<file path="src/rtl/hop_word_sched.sv">
// Hop word scheduler: issues one table word per hop interval to the scan-chain
// serializer using a start/done handshake, with a programmable hop-period timer.
//
// state      | meaning
// IDLE       | sequence stopped, waiting for run
// LOAD       | latch table[hop_idx] onto ser_data, pulse ser_start next cycle
// WAIT_DONE  | word in flight, waiting for ser_done
// WAIT_TICK  | word done, waiting for the hop-period tick
module hop_word_sched #(
    parameter int TX_BITS_WIDTH = 128,
    parameter int NHOPS         = 8,
    parameter int HOP_IDX_WIDTH = 3,
    parameter int PERIOD_WIDTH  = 32,
    parameter int CNT_WIDTH     = 16
) (
    input  logic                     clk,
    input  logic                     reset_n,
    input  logic                     tbl_wr_en,
    input  logic [HOP_IDX_WIDTH-1:0] tbl_wr_hop,
    input  logic [1:0]               tbl_wr_lane,
    input  logic [31:0]              tbl_wr_data,
    input  logic                     run,
    input  logic [HOP_IDX_WIDTH:0]   num_hops,
    input  logic [PERIOD_WIDTH-1:0]  hop_period,
    output logic                     ser_start,
    output logic [TX_BITS_WIDTH-1:0] ser_data,
    input  logic                     ser_done,
    output logic                     busy,
    output logic [HOP_IDX_WIDTH-1:0] cur_hop,
    output logic [CNT_WIDTH-1:0]     hop_count,
    output logic                     missed_hop
);

    localparam logic [1:0] S_IDLE      = 2'd0;
    localparam logic [1:0] S_LOAD      = 2'd1;
    localparam logic [1:0] S_WAIT_DONE = 2'd2;
    localparam logic [1:0] S_WAIT_TICK = 2'd3;

    logic [1:0]               state;
    logic [1:0]               state_nxt;
    logic [TX_BITS_WIDTH-1:0] tbl [NHOPS];
    logic [HOP_IDX_WIDTH-1:0] hop_idx;
    logic [PERIOD_WIDTH-1:0]  timer;
    logic [PERIOD_WIDTH-1:0]  eff_period;
    logic [HOP_IDX_WIDTH:0]   eff_num;
    logic                     tick;
    logic                     tick_late;
    logic                     last_idx;

    assign eff_period = (hop_period < PERIOD_WIDTH'(2)) ? PERIOD_WIDTH'(2) : hop_period;
    assign eff_num    = (num_hops == '0) ? (HOP_IDX_WIDTH+1)'(1) :
                        (num_hops > (HOP_IDX_WIDTH+1)'(NHOPS)) ? (HOP_IDX_WIDTH+1)'(NHOPS) :
                        num_hops;
    // >= rather than == so a live period shrink below the current count still ticks
    assign tick       = (timer >= eff_period - PERIOD_WIDTH'(1));
    assign last_idx   = ({1'b0, hop_idx} >= eff_num - (HOP_IDX_WIDTH+1)'(1));
    assign busy       = (state != S_IDLE);

    always_comb begin
        state_nxt = state;
        case (state)
            S_IDLE:      if (run) state_nxt = S_LOAD;
            S_LOAD:      state_nxt = S_WAIT_DONE;
            S_WAIT_DONE: begin
                if (ser_done) begin
                    if (!run)                    state_nxt = S_IDLE;
                    else if (tick_late || tick)  state_nxt = S_LOAD;
                    else                         state_nxt = S_WAIT_TICK;
                end
            end
            S_WAIT_TICK: begin
                if (!run)       state_nxt = S_IDLE;
                else if (tick)  state_nxt = S_LOAD;
            end
            default:     state_nxt = S_IDLE;
        endcase
    end

    // Timer is cleared on entry to LOAD and counts through LOAD itself, so the
    // LOAD-to-LOAD spacing equals eff_period when the serializer is on time.
    always_ff @(posedge clk or negedge reset_n) begin
        if (!reset_n) begin
            state      <= S_IDLE;
            hop_idx    <= '0;
            timer      <= '0;
            tick_late  <= 1'b0;
            ser_start  <= 1'b0;
            ser_data   <= '0;
            cur_hop    <= '0;
            hop_count  <= '0;
            missed_hop <= 1'b0;
        end else begin
            state     <= state_nxt;
            ser_start <= 1'b0;
            if (state == S_IDLE || state_nxt == S_LOAD)
                timer <= '0;
            else if (!tick)
                timer <= timer + PERIOD_WIDTH'(1);

            case (state)
                S_IDLE: begin
                    if (run) begin
                        hop_idx    <= '0;
                        missed_hop <= 1'b0;
                    end
                end
                S_LOAD: begin
                    ser_data  <= tbl[hop_idx];
                    cur_hop   <= hop_idx;
                    ser_start <= 1'b1;
                    tick_late <= 1'b0;
                end
                S_WAIT_DONE: begin
                    if (ser_done) begin
                        hop_count <= hop_count + CNT_WIDTH'(1);
                        hop_idx   <= last_idx ? '0 : hop_idx + HOP_IDX_WIDTH'(1);
                        if (run && tick_late)
                            missed_hop <= 1'b1;
                    end else if (tick) begin
                        tick_late <= 1'b1;
                    end
                end
                default: ;
            endcase
        end
    end

    // Non-blocking write gives read-before-write against a same-cycle LOAD.
    always_ff @(posedge clk or negedge reset_n) begin
        if (!reset_n) begin
            for (int i = 0; i < NHOPS; i++)
                tbl[i] <= '0;
        end else if (tbl_wr_en) begin
            tbl[tbl_wr_hop][{tbl_wr_lane, 5'd0} +: 32] <= tbl_wr_data;
        end
    end

endmodule
</file>
<file path="config.mk">
export PLATFORM = sky130hd
export DESIGN_NAME = hop_word_sched
export DESIGN_NICKNAME = d
export VERILOG_FILES = /design/src/rtl/hop_word_sched.sv
export SDC_FILE = /design/constraint.sdc
export NUM_CORES = 2
export LEC_CHECK = 0
export ABC_CLOCK_PERIOD_IN_PS = 3300
export CAP_MARGIN = 20
export CORE_ASPECT_RATIO = 2
export CORE_UTILIZATION = 61
export CTS_CLUSTER_DIAMETER = 150
export DETAILED_ROUTE_END_ITERATION = 7
export GPL_TIMING_DRIVEN = 1
export PLACE_DENSITY = 0.84
export SYNTH_ARGS = -nofsm -noshare
export SYNTH_HDL_FRONTEND = slang
export SYNTH_SLANG_ARGS = --single-unit
export TNS_END_PERCENT = 10
</file>
<file path="constraint.sdc">
create_clock -name clk -period 3.3 [get_ports clk]
set_input_delay 0.66 -clock clk [delete_from_list [all_inputs] [get_ports clk]]
set_output_delay 0.66 -clock clk [all_outputs]
set_load 0.03 [all_outputs]
</file>
==> summary.md <==
| Metric | Value |
|---|---|
| Status | complete, but fails checks |
| Failing checks | setup timing |
| Worst-Skew Late Latency | 0.74 ns |
| Yosys top cell area share | 0.581 |
| Least-Margin Pin Slew | a little under 0.9 ns |
| CP Max Fanout | 8 |
| Root Buffer | clkbuf_16 |
| Initial antenna violation count | 5 |
| CORE AREA | roughly 85000 sq um |
| GRT met2 Usage | 0.568 |
| Proportion of layout cells with a drive suffix above 1 | 0.150 |
| Max-Cap Viols | 0 |
| Critical path launch point type | primary input |
| Vias per std cell | about 6.5 |
| WP data arrival | 5.50 ns |
| Largest cells by area after synthesis | dfrtp_1 58%, mux4_2 11%, o21ai_0 10%, nand2_1 8.7%, mux2i_1 2.5% |
| Syn nets | about 4900 |
| CP max stage cell | or4_4 |
| GR met1 Demand/Resource | 0.414 |
| Cells after Synth | between 4000 and 5000 |
| Synth area leader | dfrtp_1 |
| Largest net degree at the start of global routing | 125 |
| Die W | 209 um |
| CTS clock-pin slew for the worst setup and hold paths | ~0.07 ns |
| Clock period minus final worst setup slack | between 4 and 5 ns |
| Highest Clock Rate | 204 MHz |
| CTS Buffer Depth | 3 |
| Max VDD drop | ~820 uV |
| CTS tree | yes |
| Worst setup margin | -1.60 ns |
| Predominant post-synthesis flop cell | dfrtp_1 |
| Via count | 40100 |
| DRC viols | 0 |
| RSZ-0062 raised after global routing | true |
| Initial Util | 0.616 |
| Leak | 25.9 nW |
| Wire per inst | between 20 and 25 um |
| Die footprint | 86800 sq um |
| Fillers | between 5000 and 6000 |
| Pwr per Cell Area | between 600 and 700 nW/um^2 |
| Global routing's busiest layer | met2 |
| Critical Path End Type | flip-flop |
| Num rows | around 150 |
| Util after Layout | 0.721 |
| Met3 GRT Util | 0.0702 |
| Sequential cell area fraction in the yosys report | 0.581 |
| # setup viols final | 34 |
| DP Worst Slack | -2.62 ns |
| Port bufs | 227 |
| Finished layout cell area | ~60000 sq um |
| GRT Residual Overflow | 0 |
| GR Util All Layers | 0.349 |
| Placed Area | 57100 sq um |
| Clock skew after layout | just over 0.04 ns |
| Synth top cells by count | 1211 x dfrtp_1, 1207 x nand2_1, 1050 x o21ai_0 |
| HPWL Detailed | 89900 um |
| Slew Viols, Final | 0 |
| DR iter-0 viols | about 3500 |
| Crit path top cell by count | buf_6 |
| Flops & latches, synth | between 1000 and 1500 |
| Final Instance Count excl. Fillers | between 6000 and 7000 |
| Most common cell in the netlist | dfrtp_1 |
| Synth Warn # | 0 |
| Placer Congestion | roughly 0.86 |
| Routed Antenna Nets | 0 |
| Yosys cell types | 47 |
| Post-synth ARST share | 1.00 |
| CTS buffer count | 99 |
| Critical-path cell list | buf_6, or3_4, or4_4, nor4_4, nand2b_1, nand2_2, ha_4, nand3_4, or3_4, or3_4, nor4_4, xnor2_1, ha_1, nand4_1, buf_4, o31ai_4, buf_4, buf_6, a21oi_2, buf_6, o31ai_4, buf_6, buf_12, a21oi_2 |
| Global-route wire length before repair | 232000 um |
| Final Hold Viols | 0 |
| Final nets | 5165 |
| Min Hold Slack | between 0.4 and 0.5 ns |
| Crit path required time | 3.90 ns |
| Chip height | 416 um |
| Synthesized area | roughly 52000 sq um |
| CP Class | in -> reg |
| IO Count | ~230 |
| CTS sink cnt | approximately 1200 |
| Placed cells | about 6000 |
| H-tree Lvls | 3 |
| Syn avg cell area | 10.8 sq um |
| Post-synth EDFFs | 0 |
| Vias in the first global route | around 42000 |
| Worst slew margin | 0.408 |
| DR pass1 iterations | 8 |
| Critical Path Max Stage Delay | 0.56 ns |
| DRT Wirelength | 148000 um |
| Hold/Removal Path Class | reg -> reg |
| Final period util | 1.48 |
| Synth-to-layout area growth | 16.9% |
[placed cells by master (no fill, tap or decap), types with 5 or more instances in the layout]
| cell type | n |
|---|---|
| a21oi_1 | 154 |
| mux2i_1 | 129 |
| xor2_1 | 15 |
| and4_1 | 6 |
| o31ai_1 | 10 |
| clkbuf_8 | 26 |
| nand3_1 | 21 |
| diode_2 | 7 |
| clkinvlp_4 | 6 |
| inv_1 | 12 |
| mux4_2 | 256 |
| or3_1 | 17 |
| nand4_1 | 23 |
| o21ai_0 | 1048 |
| nand2_1 | 1190 |
| ha_1 | 44 |
| or4_4 | 8 |
| clkdlybuf4s50_1 | 208 |
| bufinv_16 | 8 |
| nor2b_1 | 7 |
| nor3_1 | 9 |
| nor2_1 | 154 |
| nand2_2 | 17 |
| clkbuf_16 | 100 |
| clkinv_2 | 14 |
| clkbuf_1 | 18 |
| nand3_2 | 16 |
| buf_12 | 57 |
| xnor2_1 | 30 |
| or4_1 | 7 |
| and3_1 | 6 |
| nand2b_1 | 5 |
| buf_4 | 158 |
| nor3b_2 | 5 |
| dfrtp_1 | 1208 |
| buf_6 | 13 |
| a21oi_2 | 21 |
| or3_4 | 13 |
[state kept, by name, summed over array words and instances, names as in the netlist, 2 cells and up]
| name | count |
|---|---|
| tbl | 1024 |
| ser_data | 128 |
| timer | 32 |
| hop_count | 16 |
| cur_hop | 3 |
| hop_idx | 3 |
| state | 2 |
[through the flow]
stage               TNS, ns  total power, mW
floorplan            -62.63             24.0
global route         -57.38             42.5
finish               -53.47             41.0
global placement     -84.31             28.3
detailed placement   -86.98             28.5
CTS                  -47.00             41.1
[power breakdown]
part           switching, mW  internal (mW)
Clock                   5.64           6.81
Combinational           6.45           4.52
Sequential              1.17           16.4
[worst paths after layout]
kind	slack, ns	start	cells past startpoint	end
max	-1.60	hop_period[19]	24	timer[19]$_DFFE_PN0P_
min in group asynchronous	0.49	reset_n	2	ser_data[115]$_DFFE_PN0P_
max in group asynchronous	1.59	reset_n	3	tbl[398]$_DFFE_PN0P_
min reg2reg	0.47	tbl[192]$_DFFE_PN0P_	2	tbl[192]$_DFFE_PN0P_
min	0.47	tbl[192]$_DFFE_PN0P_	2	tbl[192]$_DFFE_PN0P_
max reg2reg	0.08	timer[0]$_DFFE_PN0P_	10	timer[20]$_DFFE_PN0P_
[layout make-up]
type                    count  area [sq um]  share of cell area
inverters                  14          60.1            0.000984
repair buffers            457          4810              0.0788
diodes                      7          17.5            0.000287
multi-input cells        3259         21000               0.345
clock buffers             143          2900              0.0476
flip-flops and latches   1211         30300               0.497
well taps                1071          1340              0.0220
clock inverters            38           543             0.00890
[layer usage]
| metal | vias to the layer above | wire length (um) |
|---|---|---|
| met5 | - | 45 |
| met4 | 6 | 11200 |
| met3 | 570 | 12300 |
| met2 | 2068 | 72600 |
| met1 | 20200 | 51400 |
| li1 | 17200 | - |
[critical path: cells and delay by family]
family,cells,cell delay (ns)
xor+xnor,1,0.12
simple gates,10,2.62
compound gates,4,0.58
buf+inv,7,1.04
fa+ha+maj,2,0.46
[logic make-up (layout without fill, tap and decap cells)]
kind of cell / after synthesis / after routing / share of synthesized area
AOI/OAI and AO/OA: 1256 / 1256 / 0.122
xor gates and xnor gates: 45 / 45 / 0.00755
adders and majority gates: 45 / 45 / 0.0108
buffers and inverters: 346 / 652 / 0.0249
DFF: 1211 / 1211 / 0.581
muxes: 386 / 386 / 0.135
other: 0 / 7 / 0
and+or+nand+nor: 1527 / 1527 / 0.118
[repair_timing]
action | CTS | global route
pin swaps | 35 | 9
hold endpoints to repair | 43 | 0
gates resized for setup | 74 | 39
hold buffers | 1 | 0
buffers inserted | 11 | 4
setup endpoints to repair | 34 | 34
cloned | 4 | 1
(Power assumes the default switching activity.)
